===== config.mk =====
export PLATFORM = sky130hd
export DESIGN_NAME = pwm_capture
export DESIGN_NICKNAME = d
export VERILOG_FILES = /design/src/rtl/pwm_capture.sv
export SDC_FILE = /design/constraint.sdc
export NUM_CORES = 1
export LEC_CHECK = 0
export ABC_CLOCK_PERIOD_IN_PS = 1600
export BUFFER_PORTS_ARGS = -buffer_cell sky130_fd_sc_hd__buf_2
export CAP_MARGIN = 20
export CORE_MARGIN = 5
export CORE_UTILIZATION = 45
export CTS_CLUSTER_DIAMETER = 30
export DETAILED_ROUTE_END_ITERATION = 7
export GPL_ROUTABILITY_DRIVEN = 0
export PLACE_DENSITY = 0.76
export SLEW_MARGIN = 10
export SYNTH_ARGS = -nofsm -noshare
export SYNTH_HDL_FRONTEND = slang
export SYNTH_SLANG_ARGS = --single-unit

===== constraint.sdc =====
create_clock -name clock -period 1.6 [get_ports clock]
set_input_delay 0.08 -clock clock [delete_from_list [all_inputs] [get_ports clock]]
set_output_delay 0.08 -clock clock [all_outputs]
set_load 0.01 [all_outputs]

===== src/rtl/pwm_capture.sv =====
// PWM high-time / period capture with stuck-line detection.
// Optional deglitch filter: define PWM_CAPTURE_FILTER_EN.
module pwm_capture #(
  parameter int CNT_W   = 8,
  parameter int TIMEOUT = 1020
) (
  input  logic             clock,
  input  logic             reset,
  input  logic             enable,
  input  logic             pwm_in,
  output logic [CNT_W-1:0] duty_count,
  output logic [CNT_W-1:0] period_count,
  output logic             valid,
  output logic             stuck_high,
  output logic             stuck_low
);

  // Period counter is wide enough to reach TIMEOUT and saturate above it.
  localparam int TW_RAW = $clog2(TIMEOUT + 2);
  localparam int TW     = (TW_RAW > CNT_W) ? TW_RAW : CNT_W;

  localparam logic [TW-1:0]    T_LIM  = TW'(TIMEOUT);
  localparam logic [TW-1:0]    P_MAX  = '1;
  localparam logic [CNT_W-1:0] C_MAX  = '1;
  localparam logic [TW-1:0]    C_MAXW = TW'(C_MAX);

  localparam logic [1:0] S_IDLE = 2'd0;
  localparam logic [1:0] S_WAIT = 2'd1;
  localparam logic [1:0] S_MEAS = 2'd2;

  logic [1:0]       sync_q, sync_d;
  logic             lvl_q, lvl_d;
  logic             lvl, rise;
  logic [1:0]       state_q, state_d;
  logic [TW-1:0]    per_q, per_d, per_inc;
  logic [CNT_W-1:0] high_q, high_d, high_inc;
  logic [CNT_W-1:0] duty_q, duty_d;
  logic [CNT_W-1:0] pout_q, pout_d;
  logic             valid_q, valid_d;
  logic             sh_q, sh_d;
  logic             sl_q, sl_d;

  assign sync_d = {sync_q[0], pwm_in};

`ifdef PWM_CAPTURE_FILTER_EN
  logic [1:0] hist_q, hist_d;

  assign hist_d = {hist_q[0], sync_q[1]};

  always_ff @(posedge clock or posedge reset) begin
    if (reset) hist_q <= '0;
    else       hist_q <= hist_d;
  end

  // Level follows the input only after three equal samples.
  always_comb begin
    lvl = lvl_q;
    if (sync_q[1] == hist_q[0] && hist_q[0] == hist_q[1])
      lvl = sync_q[1];
  end
`else
  assign lvl = sync_q[1];
`endif

  assign lvl_d    = lvl;
  assign rise     = lvl & ~lvl_q;
  assign per_inc  = (per_q == P_MAX) ? per_q : per_q + 1'b1;
  assign high_inc = (high_q == C_MAX) ? high_q : high_q + 1'b1;

  always_comb begin
    state_d = state_q;
    per_d   = per_q;
    high_d  = high_q;
    duty_d  = duty_q;
    pout_d  = pout_q;
    valid_d = 1'b0;
    sh_d    = sh_q;
    sl_d    = sl_q;
    case (state_q)
      S_IDLE: begin
        per_d  = '0;
        high_d = '0;
        if (enable) state_d = S_WAIT;
      end
      S_WAIT, S_MEAS: begin
        per_d = per_inc;
        if (state_q == S_MEAS && lvl) high_d = high_inc;
        if (rise) begin
          if (state_q == S_MEAS) begin
            duty_d  = high_q;
            pout_d  = (per_q > C_MAXW) ? C_MAX : per_q[CNT_W-1:0];
            valid_d = 1'b1;
          end
          per_d   = TW'(1);
          high_d  = CNT_W'(1);
          sh_d    = 1'b0;
          sl_d    = 1'b0;
          state_d = S_MEAS;
        end else if (per_q == T_LIM) begin
          duty_d  = lvl ? C_MAX : '0;
          pout_d  = '0;
          valid_d = 1'b1;
          sh_d    = lvl;
          sl_d    = ~lvl;
          state_d = S_WAIT;
        end
      end
      default: state_d = S_IDLE;
    endcase
    // Disable overrides everything, including a same-cycle rise.
    if (!enable) begin
      state_d = S_IDLE;
      per_d   = '0;
      high_d  = '0;
      duty_d  = duty_q;
      pout_d  = pout_q;
      valid_d = 1'b0;
      sh_d    = sh_q;
      sl_d    = sl_q;
    end
  end

  always_ff @(posedge clock or posedge reset) begin
    if (reset) begin
      sync_q  <= '0;
      lvl_q   <= 1'b0;
      state_q <= S_IDLE;
      per_q   <= '0;
      high_q  <= '0;
      duty_q  <= '0;
      pout_q  <= '0;
      valid_q <= 1'b0;
      sh_q    <= 1'b0;
      sl_q    <= 1'b0;
    end else begin
      sync_q  <= sync_d;
      lvl_q   <= lvl_d;
      state_q <= state_d;
      per_q   <= per_d;
      high_q  <= high_d;
      duty_q  <= duty_d;
      pout_q  <= pout_d;
      valid_q <= valid_d;
      sh_q    <= sh_d;
      sl_q    <= sl_d;
    end
  end

  assign duty_count   = duty_q;
  assign period_count = pout_q;
  assign valid        = valid_q;
  assign stuck_high   = sh_q;
  assign stuck_low    = sl_q;

endmodule


Word level (Yosys, flattened, before mapping). Cells that the tools add are included.

Flip-flop bits (word level): 42. Input port bits: 4. Output and inout bits: 19. Word-level logic and storage cells: 65.

Add/subtract/negate cells: 2. $lt $le $gt $ge: 1. Eq/ne operators: 11. Muxes and demuxes: 30. Bitwise gates (word level): 3. Reduce and logical (&&, ||, !) cells: 8.

Operator list (number): 8-bit two-way mux (12); 10-bit two-way mux (3); 10-bit == test (second input constant) (2); 10-bit one-hot mux with 2 select lines (1); 4-bit inequality test (second input constant) (4); 8-bit one-hot mux with 2 select lines (1); 10-bit by 1-bit adder with 10-bit output (second input constant) (1); 10-bit by 8-bit > comparator with 1-bit output (second input constant) (1); 1-bit two-way mux (9); 8-bit by 1-bit adder with 8-bit output (second input constant) (1); 8-bit == test (second input constant) (1); 2-bit two-way mux (3); 3-bit AND reduction (2); 2-bit one-hot mux with 2 select lines (1); 4-bit AND reduction (1); 3-bit by 1-bit inequality test with 1-bit output (second input constant) (1); 2-bit by 1-bit == test with 1-bit output (second input constant) (1); 2-bit == test (second input constant) (1); 2-bit zero test (1); 2-bit by 1-bit inequality test with 1-bit output (second input constant) (1); 1-bit inverter (2); 2-bit AND reduction (1); 2-bit nonzero test (1); 2-bit OR reduction (1); 2 further kinds (2).

Longest topological paths before layout. Gate-level depths: netlist of run 1.

Depth after elaboration: 6. Gate-level depth with buffers: 8. Depth with buffers taken out: 6.

Worst setup path after synthesis of run 1. OpenSTA, ideal clock, no wires.

Path type: reg2reg. Start: reg state_q[0]. End: reg duty_q[0], in the netlist duty_count[0]. Library setup time: 0.132 ns. Arrival time: 1.636 ns. Data required time: 1.468 ns. Slack: -0.167 ns. Stages on the path, launching flop included: 9. Buffers on the path: 2. Period minus slack after synthesis: 1.767 ns. Path through: dfrtp_1 > inv_1 > ha_1 > and2_1 > buf_2 > nand3_2 > a21boi_4 > buf_6 > o22ai_1.

Cells in the longest elaborated chain, start to end: 3. Elaborated cells between the ends (all ways): 5. Classes of those cells: 3 x eq/ne; 2 x reduce/logical.

RTL lines: start, declared (line 34) `logic [1:0] state_q, state_d;`; start signal, assigned (line 138) `state_q <= state_d;`; 2-bit == test / 2-bit by 1-bit == test with 1-bit output (equally long branches) (line 79, 89); 2-bit by 1-bit inequality test with 1-bit output (no line) / 2-bit OR reduction (equally long branches); 4-bit AND reduction (no line) (*); end signal, assigned (line 141) `duty_q <= duty_d;`; end, declared (line 37) `logic [CNT_W-1:0] duty_q, duty_d;`.

Mark *: on every way between the ends. The rest lies on a longest branch, timed or not. A chain may end at the register's enable or synchronous reset.

Final worst setup path of run 1.
Start: reg state_q[0]. End: reg per_q[0].

Cells in the longest elaborated chain, start to end: 4. Elaborated cells between the ends (all ways): 9. Classes of those cells: 4 x eq/ne; 2 x mux; 3 x reduce/logical.

RTL lines: 2-bit == test / 2-bit by 1-bit == test with 1-bit output (equally long branches) (line 79) `case (state_q)`; 2-bit OR reduction (line 79); 4-bit inequality test (no line) (tied with other cells); 2-bit AND reduction (no line) / 10-bit two-way mux (equally long branches); end signal, assigned (line 139) `per_q <= per_d;`; end, declared (line 35) `logic [TW-1:0] per_q, per_d, per_inc;`.

Parallel ways exist; a longest one is shown, timed or not.

==> impl_metrics.py, run 1 <==
metrics = {
    "timing": {
        "finalClockSkew_ns": 0.00727,
        "hold_violations": 0,
        "setup_viol": 21,
        "fin_ws_ns": -0.124,
        "fin_crit_sh_pct": 108,
        "fmax_ghz": 0.580,
        "drv_slew": 0,
        "slew_headroom_pct": 64.0,
        "rsz0062_at_grt": "true",
        "worstMarginPinSlew_ns": 0.540,
        "fin_crit_ns": 1.72,
        "fin_tns_setup_ns": -0.962,
    },
    "drt": {
        "wl_per_cell_um": 18.5,
        "wl_met3_um": 427,
        "antenna_left": 0,
        "met1_length_mm": 2.69,
        "top_layer": "met4",
        "dr.pass1.iters": 4,
        "wl_met2_mm": 3.32,
        "routed_wl_mm": 6.56,
        "vias_per_cell": 5.90,
        "via_count": 2093,
        "drc": 0,
        "drt_iter0_drc": 224,
    },
    "worst_setup_path": {
        "rr_worst_depth": 7,
        "regToRegStartpoint": "state_q[0]$_DFFE_PP0P_",
        "critPathLaunchType": "flip-flop",
        "worstSetupEndpoint": "per_q[0]$_DFFE_PP0P_",
        "crit_arrival_ns": 1.93,
        "r2r-end": "per_q[0]$_DFFE_PP0P_",
        "crit_chain": "inv_2 > ha_4 > nand2_4 > nor2_4 > buf_12 > a31oi_4 > mux2i_1",
        "critPathKind": "reg2reg",
        "slowest_stage": "dfrtp_1",
        "required_ns": 1.81,
        "crit_start": "state_q[0]$_DFFE_PP0P_",
        "worstSetupEndpointType": "flip-flop",
        "cpPeakStageDelay_ns": 0.37,
        "crit_fanout": 7,
        "r2r_slack_ns": -0.12,
    },
    "hold_path": {
        "min_path_type": "in2reg",
    },
    "synth": {
        "synth.area.mux_share_pct": 1.87,
        "ys_warn_count": 0,
        "ys_types": 48,
        "synthAdderAreaFrac_pct": 3.97,
        "ys.flop_type": "dfrtp_1",
        "synthCells": 223,
        "synth_nets": 234,
        "async_flop_share_pct": 100,
        "synth-simple-area-share_pct": 18.4,
        "synth_top_family_by_area": "compound AO/OA/AOI/OAI gates",
        "synth_edf_count": 0,
        "synthXorXnorAreaFrac_pct": 0.397,
        "ys_seq_area_share_pct": 47.6,
        "synth_compound_area_share_pct": 23.1,
        "ys_ff_latch": 42,
        "synth_area_per_cell_um2": 9.90,
        "syn_area_mm2": 0.00221,
    },
    "flow_run": {
        "drv_cap": 0,
    },
    "final_layout": {
        "diodes": 0,
        "drive_above_1_share_pct": 43.4,
        "synthToLayoutAreaGrowth_pct": 40.3,
        "final_common_cell": "dfrtp_1",
        "final_cell_mix": "40 x dfrtp_1, 36 x buf_4, 22 x buf_2",
        "final_nets": 300,
        "final_util_pct": 65.2,
    },
    "floorplanning": {
        "die_w_um": 80.1,
        "initial_core_util_pct": 46.4,
        "rows": 25,
        "dieArea_mm2": 0.00641,
        "core_area_mm2": 0.00475,
        "ios": 23,
        "die_h_um": 80.1,
    },
    "pwr": {
        "power_leakage_nw": 1.43,
        "p_per_area_mw_per_mm2": 831,
        "ir_drop_mv": 0.396,
    },
    "grt": {
        "grtUsageTotal_pct": 19.5,
        "grt_pass1_vias": 2024,
        "grt_pass1_wl_mm": 9.76,
        "grt_max_degree": 43,
        "antenna_found_initial": 0,
        "grt_overflow": 0,
    },
    "status": {
        "violations": "setup timing",
        "status": "finished with violations",
    },
    "clock_network": {
        "cts_buffers": 5,
        "cts_tree": "built",
        "cts_num_sinks": 42,
        "clk_pin_slew_ns": 0.07,
        "htreeDepth": 2,
        "clock_latency_ns": 0.30,
        "cts_root_buffer": "clkbuf_8",
        "cts.path.max_buffers": 2,
    },
    "placed_design": {
        "dp_hpwl_mm": 3.83,
        "port_buffers": 22,
    },
}
-- registers in the layout, summed over array words and instances (netlist names), 2 cells and up --
name,count
duty_count,8
high_q,8
per_q,10
period_count,8
state_q,2
sync_q,2
-- synth_stat cells, types with 4 or more instances --
master	count	area [um2]
nand3_1	9	45.0
o21ai_0	17	85.1
ha_1	7	87.6
nand4_1	5	31.3
nor2_1	13	48.8
a31oi_1	8	50.1
and4_1	4	35.0
dfrtp_1	42	1050
nand2_1	19	71.3
a21oi_1	13	65.1
buf_2	5	25.0
inv_1	11	41.3
and3_1	4	25.0
o22ai_1	10	62.6
o2bb2ai_1	8	70.1
-- worst max-delay path: cells and delay by family (launching register included) --
family          cells  cell delay, ns
compound gates      1            0.13
fa+ha+maj           1            0.32
buf+inv             2            0.25
flops               1            0.37
mux                 1            0.23
simple gates        2            0.34
-- where the power goes --
group          total (mW)  switching (mW)  internal, mW
clock               0.683           0.350         0.333
combinational       0.757           0.391         0.365
sequential           1.13          0.0324          1.10
total                2.57           0.773          1.80
-- logic make-up (layout without fill, tap and decap cells) --
kind of cell | Yosys count | count (layout)
AOI/OAI and AO/OA | 74 | 74
xor gates and xnor gates | 1 | 1
adders and majority gates | 7 | 7
buffers and inverters | 22 | 87
DFF | 42 | 42
muxes | 4 | 4
and+or+nand+nor | 73 | 73
-- worst min path at each step --
stage,startpoint,end,slack (ns),cells past startpoint
after global placement,pwm_in,sync_q[0]$_DFF_PP0_,0.20,1
after CTS,enable,state_q[0]$_DFFE_PP0P_,0.16,3
after detailed placement,pwm_in,sync_q[0]$_DFF_PP0_,0.20,1
after floorplan,pwm_in,sync_q[0]$_DFF_PP0_,0.11,0
after global routing,enable,state_q[0]$_DFFE_PP0P_,0.22,3
final,enable,state_q[0]$_DFFE_PP0P_,0.21,3
-- routing by layer --
metal / GRT usage [%] / vias up
li1: - / 960
met1: 25.1 / 1031
met2: 31.3 / 86
met3: 4.48 / 16
met4: 8.61 / 0
met5: 0 / -
-- area by class of cell --
type / count / area, um2
clock buffer: 6 / 82.6
fill: 353 / 1660
inverter: 11 / 41.3
multi-input combinational: 159 / 1310
sequential: 42 / 1050
tap: 67 / 83.8
timing repair buffer: 70 / 531
-- stage by stage --
stage	power (mW)	hold slack, ns	instance area (um2)	instances	worst slack (ns)
2_1_floorplan	1.48	0.111	2240	223	-0.0414
3_3_place_gp	1.67	0.196	2630	333	-0.0661
3_5_place_dp	1.68	0.196	2630	333	-0.0873
4_1_cts	2.45	0.163	2880	351	-0.0320
5_1_grt	2.67	0.224	3100	355	-0.194
6_report	2.57	0.208	3100	355	-0.124
-- repair_timing --
item | CTS | global route
cloned | 0 | 1
endpoints found under the setup margin | 25 | 35
hold buffers | 2 | 0
pin swaps | 8 | 12
endpoints found under the hold margin | 43 | 0
buffers inserted | 10 | 4
resized for setup | 13 | 37
No activity file was read; power rests on OpenSTA's default activity.
==> inputs of run 2 (changes only) <==
--- a/config.mk
+++ b/config.mk
@@ -6,14 +6,15 @@
 export NUM_CORES = 1
 export LEC_CHECK = 0
 export ABC_CLOCK_PERIOD_IN_PS = 1600
-export BUFFER_PORTS_ARGS = -buffer_cell sky130_fd_sc_hd__buf_2
 export CAP_MARGIN = 20
 export CORE_MARGIN = 5
 export CORE_UTILIZATION = 45
 export CTS_CLUSTER_DIAMETER = 30
 export DETAILED_ROUTE_END_ITERATION = 7
+export DONT_BUFFER_PORTS = 1
 export GPL_ROUTABILITY_DRIVEN = 0
-export PLACE_DENSITY = 0.76
+export PLACE_DENSITY = 0.72
+export SETUP_SLACK_MARGIN = 0.2
 export SLEW_MARGIN = 10
 export SYNTH_ARGS = -nofsm -noshare
 export SYNTH_HDL_FRONTEND = slang
==> run 2 against run 1 <==
- the flow still finishes with violations (setup timing)
- first-iteration DRC count decreased by 39%
- critical endpoint is now duty_count[1]$_DFFE_PP0P_
- sequential cell count unchanged
- fmax increased by 2.6%
- sequential power is essentially flat
- critical path type unchanged
- highest routed layer unchanged
- combinational power fell by 10%
- critical path depth rose by 1
==> impl_metrics.py, run 2 (same netlist as run 1, synthesis figures left out) <==
metrics = {
    "timing": {
        "slew_headroom_pct": 68.2,
        "fin_ws_ns": -0.0808,
        "drv_slew": 0,
        "fin_crit_sh_pct": 105,
        "worstMarginPinSlew_ns": 0.473,
        "fin_crit_ns": 1.68,
        "setup_viol": 24,
        "hold_violations": 0,
        "finalClockSkew_ns": 0.00924,
        "fmax_ghz": 0.595,
        "rsz0062_at_grt": "true",
    },
    "clock_network": {
        "cts_root_buffer": "clkbuf_8",
        "clock_latency_ns": 0.30,
        "cts_buffers": 5,
        "clk_pin_slew_ns": 0.08,
        "htreeDepth": 2,
        "cts_num_sinks": 42,
        "cts.path.max_buffers": 2,
        "cts_tree": "built",
    },
    "hold_path": {
        "hold_path_depth": 3,
        "worstHoldStart": "enable",
        "min_path_type": "in2reg",
        "min_to": "state_q[1]$_DFFE_PP0P_",
    },
    "worst_setup_path": {
        "regToRegStartpoint": "state_q[1]$_DFFE_PP0P_",
        "required_ns": 1.77,
        "critPathLaunchType": "flip-flop",
        "crit_arrival_ns": 1.85,
        "worstSetupEndpointType": "flip-flop",
        "critPathKind": "reg2reg",
        "rr_worst_depth": 8,
        "crit_fanout": 13,
        "r2r-end": "duty_count[1]$_DFFE_PP0P_",
        "r2r_slack_ns": -0.08,
    },
    "drt": {
        "drt_iter0_drc": 136,
        "vias_per_cell": 5.88,
        "via_count": 2004,
        "wl_met3_um": 389,
        "dr.pass1.iters": 5,
        "met1_length_mm": 2.50,
        "antenna_left": 0,
        "wl_met2_mm": 2.90,
        "drc": 0,
        "wl_per_cell_um": 17.3,
        "routed_wl_mm": 5.88,
        "top_layer": "met4",
    },
    "floorplanning": {
        "core_area_mm2": 0.00475,
        "die_h_um": 80.1,
        "rows": 25,
        "initial_core_util_pct": 46.4,
        "die_w_um": 80.1,
        "dieArea_mm2": 0.00641,
        "ios": 23,
    },
    "pwr": {
        "p_int_mw": 1.90,
        "combPwrFrac_pct": 25.7,
        "clockPowerShare_pct": 31.5,
        "ir_drop_mv": 0.746,
        "p_switching_mw": 0.752,
        "swShare_pct": 28.3,
        "seqPwrFrac_pct": 42.9,
        "p_per_area_mw_per_mm2": 891,
        "power_leakage_nw": 1.32,
    },
    "status": {
        "violations": "setup timing",
        "status": "finished with violations",
    },
    "grt": {
        "grt_max_degree": 21,
        "grt_pass1_wl_mm": 9.55,
        "grtUsageTotal_pct": 19.0,
        "antenna_found_initial": 0,
        "grt_pass1_vias": 2076,
        "grt_overflow": 0,
    },
    "final_layout": {
        "largest_reg_flops": 10,
        "final_cells": 341,
        "final_cell_mix": "42 x dfrtp_1, 40 x buf_4, 16 x nand2_1",
        "multiInputGateArea_mm2": 0.00123,
        "regMostFlops": "per_q",
        "final_util_pct": 62.6,
        "drive_above_1_share_pct": 36.1,
        "final_common_cell": "dfrtp_1",
        "fillCellCount": 395,
        "synthToLayoutAreaGrowth_pct": 34.8,
        "final_nets": 284,
        "seqCellArea_mm2": 0.00105,
        "diodes": 0,
    },
    "placed_design": {
        "dp_cells": 319,
        "dp_hpwl_mm": 3.89,
        "port_buffers": 0,
    },
    "flow_run": {
        "drv_cap": 0,
    },
}
run 2: cell types whose count changed in the layout (fill, tap and decap cells not counted), moves of 2 or more:
cell       before  now
o22ai_2         2    0
o2bb2ai_1       3    8
a21oi_2         4    6
dfrtp_1        40   42
o21ai_1         0    2
o2bb2ai_2       5    0
buf_2          22    0
o22ai_1         8   10
dfrtp_2         2    0
a21oi_1         8    5
buf_4          36   40
run 2: repair_timing:
item,CTS,global route
endpoints found under the hold margin,24,0
gates cloned,1,0
setup buffers,8,2
endpoints found under the setup margin,37,38
hold buffers,3,0
pin swaps,7,6
resized for setup,18,21
run 2: routing by layer:
| metal | vias up | track usage [%] |
|---|---|---|
| li1 | 932 | - |
| met1 | 980 | 23.9 |
| met2 | 78 | 31.5 |
| met3 | 14 | 4.48 |
| met4 | 0 | 7.09 |
| met5 | - | 0 |
run 2: critical path, cell delays in order (launching register included):
cell and delay [ns]:
dfrtp_1 0.42, inv_2 0.09, ha_4 0.22, and2_4 0.19
buf_12 0.12, nand3_4 0.07, a21boi_4 0.23, buf_12 0.16
o22ai_1 0.07
run 2: how the worst max path moves through the flow:
| stage | from | end | cells after the start |
|---|---|---|---|
| 2_1_floorplan | state_q[1]$_DFFE_PP0P_ | duty_count[0]$_DFFE_PP0P_ | 8 |
| 3_3_place_gp | state_q[0]$_DFFE_PP0P_ | high_q[4]$_DFFE_PP0P_ | 7 |
| 3_5_place_dp | state_q[1]$_DFFE_PP0P_ | duty_count[1]$_DFFE_PP0P_ | 6 |
| 4_1_cts | state_q[1]$_DFFE_PP0P_ | period_count[1]$_DFFE_PP0P_ | 8 |
| 5_1_grt | state_q[0]$_DFFE_PP0P_ | period_count[5]$_DFFE_PP0P_ | 8 |
| 6_report | state_q[1]$_DFFE_PP0P_ | duty_count[1]$_DFFE_PP0P_ | 8 |
run 2: power groups by stage:
stage / Combinational [mW] / Sequential, mW / Clock, mW
2_1_floorplan: 0.328 / 1.16 / 0
3_3_place_gp: 0.483 / 1.16 / 0
4_1_cts: 0.603 / 1.14 / 0.846
3_5_place_dp: 0.494 / 1.16 / 0
6_report: 0.680 / 1.14 / 0.835
5_1_grt: 0.733 / 1.14 / 0.891
run 2: stage by stage:
stage | area, um2 | setup WS, ns | hold WS [ns] | power (mW) | TNS, ns
2_1_floorplan | 2260 | -0.0358 | 0.111 | 1.49 | -0.451
3_5_place_dp | 2560 | -0.117 | -0.0541 | 1.65 | -2.22
6_report | 2980 | -0.0808 | 0.0798 | 2.65 | -1.40
3_3_place_gp | 2560 | -0.0652 | -0.0599 | 1.64 | -0.957
4_1_cts | 2860 | -0.0445 | 0.100 | 2.59 | -0.858
5_1_grt | 2980 | -0.162 | 0.0711 | 2.77 | -4.09
run 2: final cells by class:
class	instances	area share [%]
tap	67	2.82
clock inverter	2	1.26
sequential	42	35.3
clock buffer	6	2.44
inverter	11	1.39
multi-input combinational	160	41.3
timing repair buffer	53	15.5
